$ cat config.mk
export PLATFORM = sky130hd
export DESIGN_NAME = mmss_counter
export DESIGN_NICKNAME = d
export VERILOG_FILES = /design/src/rtl/mmss_counter_pkg.sv /design/src/rtl/mmss_counter_tick_prescaler.sv /design/src/rtl/mmss_counter.sv
export SDC_FILE = /design/constraint.sdc
export NUM_CORES = 1
export LEC_CHECK = 0
export BUFFER_PORTS_ARGS = -buffer_cell sky130_fd_sc_hd__buf_2
export CAP_MARGIN = 20
export CORE_MARGIN = 4
export CORE_UTILIZATION = 45
export CTS_CLUSTER_DIAMETER = 80
export CTS_CLUSTER_SIZE = 14
export DETAILED_ROUTE_END_ITERATION = 8
export PLACE_DENSITY = 0.73
export SYNTH_ARGS = -nofsm -noshare
export SYNTH_HDL_FRONTEND = slang
export SYNTH_SLANG_ARGS = --single-unit
$ cat constraint.sdc
create_clock -name clk -period 2.5 [get_ports clk]
set_input_delay 0.5 -clock clk [delete_from_list [all_inputs] [get_ports clk]]
set_output_delay 0.5 -clock clk [all_outputs]
set_load 0.01 [all_outputs]
$ cat src/rtl/mmss_counter_pkg.sv
// mmss_pkg: shared types and constants for the minute/second time base.
// Holds the control FSM state encoding, the field widths and limits of the
// packed {minute, second} word, the count-direction encodings and a small
// helper that clamps a preset field into the legal 0..59 range.
package mmss_pkg;

   // Control FSM states
   typedef enum logic [1:0] {
      IDLE   = 2'd0,
      RUN    = 2'd1,
      PAUSED = 2'd2,
      DONE   = 2'd3
   } state_e;

   // Field widths of the packed output word
   localparam int MIN_W = 6;
   localparam int SEC_W = 6;
   localparam int OUT_W = MIN_W + SEC_W;

   // Largest legal value of each field
   localparam logic [MIN_W-1:0] MAX_MIN = 6'd59;
   localparam logic [SEC_W-1:0] MAX_SEC = 6'd59;

   // Count direction, as sampled from the mode input
   localparam logic MODE_UP   = 1'b0;
   localparam logic MODE_DOWN = 1'b1;

   // Presets above 59 saturate at 59 rather than wrapping
   function automatic logic [5:0] clamp59(input logic [5:0] v);
      return (v > 6'd59) ? 6'd59 : v;
   endfunction

endpackage

$ cat src/rtl/mmss_counter_tick_prescaler.sv
// tick_prescaler: divides clk down to the count-advance rate.
// The counter runs 0..DIV-1 while en_i is high, holds while en_i is low and
// is forced to zero by zero_i (which beats en_i). tick_o is high for the one
// cycle in which the counter sits at its terminal value DIV-1 while enabled,
// so consecutive ticks are exactly DIV enabled cycles apart.
module tick_prescaler #(
   parameter int DIV = 12_000_000
) (
   input  logic clk,
   input  logic nrst,
   input  logic en_i,
   input  logic zero_i,
   output logic tick_o
);

   localparam int CNT_W = (DIV > 1) ? $clog2(DIV) : 1;
   localparam logic [CNT_W-1:0] TC = CNT_W'(DIV - 1);

   logic [CNT_W-1:0] cnt_q;
   logic [CNT_W-1:0] cnt_d;
   logic             at_tc;

   assign at_tc = (cnt_q == TC);

   // Next count: zero wins, otherwise advance and wrap while enabled
   always_comb begin
      cnt_d = cnt_q;
      if (zero_i) begin
         cnt_d = '0;
      end else if (en_i) begin
         cnt_d = at_tc ? '0 : cnt_q + 1'b1;
      end
   end

   // Divider register
   always_ff @(posedge clk or negedge nrst) begin
      if (!nrst) begin
         cnt_q <= '0;
      end else begin
         cnt_q <= cnt_d;
      end
   end

   // A zeroing cycle never produces a tick, so no advance is lost or doubled
   assign tick_o = en_i & ~zero_i & at_tc;

endmodule

$ cat src/rtl/mmss_counter.sv
// mmss_counter: minute/second stopwatch / countdown time base.
// Produces the packed {minute, second} binary word for the display decoder.
// Controls (clear > load > stop > start) drive a four-state FSM; the count
// advances once per prescaler tick while running and done pulses once on the
// terminal count (59:59 counting up, 00:00 counting down).
// Optional build macro MMSS_COUNTER_LAP_EN adds a lap-hold register that
// freezes counter_out while the internal count keeps running; without it
// the lap input is ignored.
module mmss_counter
   import mmss_pkg::*;
#(
   parameter int CLK_FREQ_HZ = 12_000_000,
   parameter int TICK_HZ     = 1
) (
   input  logic             clk,
   input  logic             nrst,
   input  logic             start,
   input  logic             stop,
   input  logic             clear,
   input  logic             load,
   input  logic             mode,
   input  logic [MIN_W-1:0] load_min,
   input  logic [SEC_W-1:0] load_sec,
   input  logic             lap,
   output logic [OUT_W-1:0] counter_out,
   output logic             running,
   output logic             tick,
   output logic             done
);

   localparam int DIV = CLK_FREQ_HZ / TICK_HZ;

   state_e           state_q, state_d;
   logic [MIN_W-1:0] min_q, min_d;
   logic [SEC_W-1:0] sec_q, sec_d;
   logic             mode_q, mode_d;
   logic             done_q, done_d;

   logic             presc_en;
   logic             presc_zero;
   logic             tick_w;
   logic             start_eff;
   logic [MIN_W-1:0] adv_min;
   logic [SEC_W-1:0] adv_sec;
   logic             adv_term;
   logic [OUT_W-1:0] live_count;

   // The divider only runs in RUN; it is zeroed on clear, load and on a
   // fresh start from IDLE, so a resume from PAUSED keeps its partial count.
   assign presc_en = (state_q == RUN);

   tick_prescaler #(
      .DIV (DIV)
   ) u_prescaler (
      .clk    (clk),
      .nrst   (nrst),
      .en_i   (presc_en),
      .zero_i (presc_zero),
      .tick_o (tick_w)
   );

   // stop outranks start, so a simultaneous start is dropped
   assign start_eff = start & ~stop;

   // One-second advance in the latched direction, plus terminal detection
   always_comb begin
      adv_min = min_q;
      adv_sec = sec_q;
      if (mode_q == MODE_UP) begin
         if (sec_q == MAX_SEC) begin
            // 59:59 has nowhere to go; it holds and reads as terminal
            if (min_q != MAX_MIN) begin
               adv_sec = '0;
               adv_min = min_q + 1'b1;
            end
         end else begin
            adv_sec = sec_q + 1'b1;
         end
      end else begin
         if (sec_q == '0) begin
            if (min_q != '0) begin
               adv_sec = MAX_SEC;
               adv_min = min_q - 1'b1;
            end
         end else begin
            adv_sec = sec_q - 1'b1;
         end
      end
      if (mode_q == MODE_UP) begin
         adv_term = (adv_min == MAX_MIN) && (adv_sec == MAX_SEC);
      end else begin
         adv_term = (adv_min == '0) && (adv_sec == '0);
      end
   end

   // Control FSM next state, count update and prescaler zeroing
   always_comb begin
      state_d    = state_q;
      min_d      = min_q;
      sec_d      = sec_q;
      mode_d     = mode_q;
      done_d     = 1'b0;
      presc_zero = 1'b0;
      if (clear) begin
         min_d      = '0;
         sec_d      = '0;
         state_d    = IDLE;
         presc_zero = 1'b1;
      end else if (load) begin
         min_d      = clamp59(load_min);
         sec_d      = clamp59(load_sec);
         state_d    = IDLE;
         presc_zero = 1'b1;
      end else begin
         case (state_q)
            IDLE: begin
               if (start_eff) begin
                  mode_d     = mode;
                  presc_zero = 1'b1;
                  // A countdown from 00:00 has nothing to count
                  if ((mode == MODE_DOWN) && (min_q == '0) && (sec_q == '0)) begin
                     state_d = DONE;
                     done_d  = 1'b1;
                  end else begin
                     state_d = RUN;
                  end
               end
            end
            RUN: begin
               if (tick_w) begin
                  min_d = adv_min;
                  sec_d = adv_sec;
               end
               // Reaching the terminal count takes precedence over a pause
               if (tick_w && adv_term) begin
                  state_d = DONE;
                  done_d  = 1'b1;
               end else if (stop) begin
                  state_d = PAUSED;
               end
            end
            PAUSED: begin
               if (start_eff) begin
                  state_d = RUN;
               end
            end
            DONE: begin
               state_d = DONE;
            end
            default: begin
               state_d = IDLE;
            end
         endcase
      end
   end

   // State, count, latched direction and done pulse registers
   always_ff @(posedge clk or negedge nrst) begin
      if (!nrst) begin
         state_q <= IDLE;
         min_q   <= '0;
         sec_q   <= '0;
         mode_q  <= MODE_UP;
         done_q  <= 1'b0;
      end else begin
         state_q <= state_d;
         min_q   <= min_d;
         sec_q   <= sec_d;
         mode_q  <= mode_d;
         done_q  <= done_d;
      end
   end

   assign live_count = {min_q, sec_q};

`ifdef MMSS_COUNTER_LAP_EN
   logic             lap_hold_q, lap_hold_d;
   logic [OUT_W-1:0] lap_val_q, lap_val_d;

   // Lap toggles a frozen snapshot while timing; clear/load release it
   always_comb begin
      lap_hold_d = lap_hold_q;
      lap_val_d  = lap_val_q;
      if (clear || load) begin
         lap_hold_d = 1'b0;
      end else if (lap && ((state_q == RUN) || (state_q == PAUSED))) begin
         if (lap_hold_q) begin
            lap_hold_d = 1'b0;
         end else begin
            lap_hold_d = 1'b1;
            lap_val_d  = live_count;
         end
      end
   end

   // Lap hold flag and snapshot registers
   always_ff @(posedge clk or negedge nrst) begin
      if (!nrst) begin
         lap_hold_q <= 1'b0;
         lap_val_q  <= '0;
      end else begin
         lap_hold_q <= lap_hold_d;
         lap_val_q  <= lap_val_d;
      end
   end

   assign counter_out = lap_hold_q ? lap_val_q : live_count;
`else
   // Lap is accepted on the port but has no effect in this build
   logic lap_unused;
   assign lap_unused  = lap;
   assign counter_out = live_count;
`endif

   assign running = (state_q == RUN);
   assign tick    = tick_w;
   assign done    = done_q;

endmodule

==> summary by stage <==
Run status
The run finished, with violations left. The checks that failed: setup timing.

Timing
The final hold violation count is 0. The clock skew after layout is 8.42 ps. After layout, the worst setup slack is -176 ps.

In the final timing run, aggregate negative setup slack is -483 ps. The final-layout worst hold slack is 263 ps. The final number of max-transition violations came to 0. Dividing the final minimum period by the clock period gives 107%.

At the pin with the least slew margin, the transition time is 747 ps. Setup repair after global routing could not meet its margin everywhere. Static timing analysis puts the maximum clock frequency at 374 MHz.

Setup violations remaining at the end of the flow were counted as 3. Measured against its own limit, the worst slew margin works out to 50.0%. The clock period minus worst slack is 2680 ps.

Worst setup path
Tracing the worst setup path back leads to its startpoint at sec_q[0]. The category of the worst setup path launch point is a flop. The worst endpoint data arrival time is 2900 ps. The origin of the critical flop-to-flop path is sec_q[0]. STA classifies the critical path endpoint as a flop. The data required time of the critical path is 2730 ps. Along the worst path, the maximum fanout reaches 4.

The worst setup path is of the reg -> reg kind.

Floorplanning
The die span in y is 89.1 um. The die covers 0.00795 mm^2. The floorplan row count is 29. The initial standard-cell utilization of the core is 46.4%.

The I/O pin count is 35. The placeable core region is 0.00639 mm^2. The overall die width is 89.1 um.

Route
The total via count after detailed routing is 3,173. In this run, the number of DRC markers left after iteration 0 of detailed routing was 122. For this run, design rule violations remaining after detail routing come to 0. The total iterations of the first detailed-routing run is 4. The count of nets left with antenna violations once routing finished came out at 0. After detailed routing, the number of vias per cell comes to 5.77. The final routed wire length divided by cell count is 15.3 um. The total wirelength of the detailed-routed design is 8.40 mm.

Logic synthesis
The mapped cell area is 0.00296 mm^2. The most instantiated flip-flop cell in the synthesis netlist is dfrtp_1. The mean area per synthesized cell is 7.74 um^2. Counting distinct cell types in the post-synthesis netlist gives 52.

The sequential fraction of the synthesis area is 33.8%. The proportion of register bits with asynchronous set or reset after synthesis is 100%. The post-synthesis register bit count is 40. The number of synthesized flops with an enable pin is 0. The total nets after synthesis is 408. The count of warnings emitted by yosys is 0. The post-synthesis instance total is 383.

Layout
At the end of the flow, the number of nets in the layout was 497. Of the cells placed in the final design, the portion with a size suffix greater than 1 is 28.8%. The relative area change from synthesis to final layout is 31.7%. The final cell utilization of the core is 61.1%. The finished cells cover 0.00390 mm^2. 0 antenna diodes ended up in the layout.

Power
The design internal power is 1.10 mW. Of the total power, the clock network draws 28.1%. The combinational group share of total power is 29.1%. Of the total power, the share spent switching nets is 31.1%. In this run, flip-flops and latches consume 42.8% of the power. The switching power is 0.493 mW. The leakage power of the design is 1.73 nW. The worst vdd rail ir drop is 0.000484 V. The power per standard cell area is 407 mW/mm^2.

Clocking
The CTS tree is yes. The latest clock arrival within the worst-skew pair is 300 ps. The number of buffers inserted during clock tree synthesis is 5. The deepest clock path buffer count is 2. The total clock sinks is 40. The clock slew seen by the registers of the worst setup and hold paths is 80 ps.

The depth of the CTS H-tree is 2. The buffer cell driving the clock tree root is clkbuf_8.

Global route
The number of global-route vias before repair is 3,085. The initial antenna violation count is 0. The first global-routing pass estimated 14.1 mm of wire.

The total congestion overflow after global routing is 0. The pin count of the biggest net entering global routing is 41. The total global routing track utilization is 22.4%.

Min path
The path class of the tightest hold or removal check is in -> async.

Place
The number of port buffers is 33. Timing analysis after detailed placement gives a worst setup slack of -143 ps. The half-perimeter wire length of the detailed placement result is 6.27 mm. Once placement finished, the instance area stood at 0.00364 mm^2. At the end of routability-driven placement, the weighted congestion stood at 0.919.

Job
The reported max-cap violation count is 0.
-- worst max-delay path, stage by stage, from the launching register on --
cell and delay [ps]:
dfrtp_2 410, inv_2 70, ha_4 130, or4b_4 530, nor2_8 140, a21oi_2 60, o32a_1 310, or4b_1 480
o32a_1 400, o21ai_1 90
-- per-stage QoR --
step / total power [mW] / cells
finish: 1.59 / 550
global route: 1.67 / 550
CTS: 1.58 / 549
detailed placement: 1.14 / 536
global placement: 1.13 / 536
floorplan: 0.947 / 383
-- cells in the mapped netlist (all sizes together), types with 5 or more instances --
library cell | count | area share, %
nand2 | 58 | 7.3
dfrtp | 40 | 34
o21ai | 38 | 6.4
nor2 | 37 | 5.3
a21oi | 20 | 3.4
nand3 | 17 | 2.9
clkbuf | 14 | 1.8
inv | 12 | 1.5
nor3 | 12 | 2.0
and3 | 11 | 2.3
mux2i | 8 | 2.7
nand4 | 8 | 1.7
o31ai | 8 | 2.0
xnor2 | 8 | 2.4
and2 | 7 | 1.5
o22ai | 6 | 1.3
a211oi | 5 | 1.3
a22o | 5 | 1.5
ha | 5 | 2.1
nand2b | 5 | 1.1
nor2b | 5 | 1.1
nor4 | 5 | 1.1
or3 | 5 | 1.1
-- metal layers --
metal | global-route usage (%) | wire, um | part of all wire [%]
met5 | 0 | 0 | 0
met4 | 8.53 | 227 | 2.7
met3 | 3.50 | 310 | 3.7
met2 | 39.6 | 4320 | 51
met1 | 27.5 | 3540 | 42
-- layout by cell type (no fill, tap or decap), drive strengths merged, types with 7 or more instances in the layout --
cell type	netlist	final
nor2	37	37
mux2i	8	8
dfrtp	40	40
and3	11	11
nor3	12	12
inv	12	12
o21ai	38	38
xnor2	8	8
and2	7	7
nand2	58	58
clkbuf	14	8
nand4	8	8
nand3	17	17
a21oi	20	20
buf	3	99
o31ai	8	8
-- power groups by stage --
stage / logic (mW) / clock network (mW) / registers, mW
floorplan: 0.246 / 0 / 0.701
global placement: 0.439 / 0 / 0.692
detailed placement: 0.445 / 0 / 0.693
CTS: 0.449 / 0.455 / 0.680
global route: 0.503 / 0.484 / 0.684
finish: 0.462 / 0.446 / 0.680
-- sequential cells by signal (all words and copies together) (netlist names) --
| signal | flops |
|---|---|
| mode_q | 1 |
| sec_q | 6 |
| u_prescaler.cnt_q | 24 |
| done | 1 |
| min_q | 6 |
| state_q | 2 |
-- kinds of logic after synthesis --
| family | share of synthesized area (%) |
|---|---|
| simple gates | 31.9 |
| compound gates | 21.4 |
| flops | 33.8 |
| buf+inv | 4.01 |
| mux | 3.84 |
| xor+xnor | 2.96 |
| fa+ha+maj | 2.11 |
-- cell type report --
type / instances / area, um^2
clock buffers: 8 / 90.1
fillers: 579 / 2480
inverters: 12 / 45.0
multi-input cells: 314 / 1980
flip-flops and latches: 40 / 1000
well taps: 77 / 96.3
repair buffers: 99 / 683
-- timing repair --
item	in CTS	in global routing
buffers inserted	5	1
setup endpoints to repair	5	23
pin swaps	2	6
hold buffers	0	0
resized for setup	4	20
-- path summary, 6_finish.rpt --
path	endpoint	slack, ps	depth (start not counted)
min reg2reg	u_prescaler.cnt_q[7]	500	1
max in group asynchronous	sec_q[1]	1860	2
min in group clk	sec_q[4]	480	3
max	done	-180	9
max reg2reg	done	-180	9
min	u_prescaler.cnt_q[18]	260	2
No activity file was read; power rests on OpenSTA's default activity.
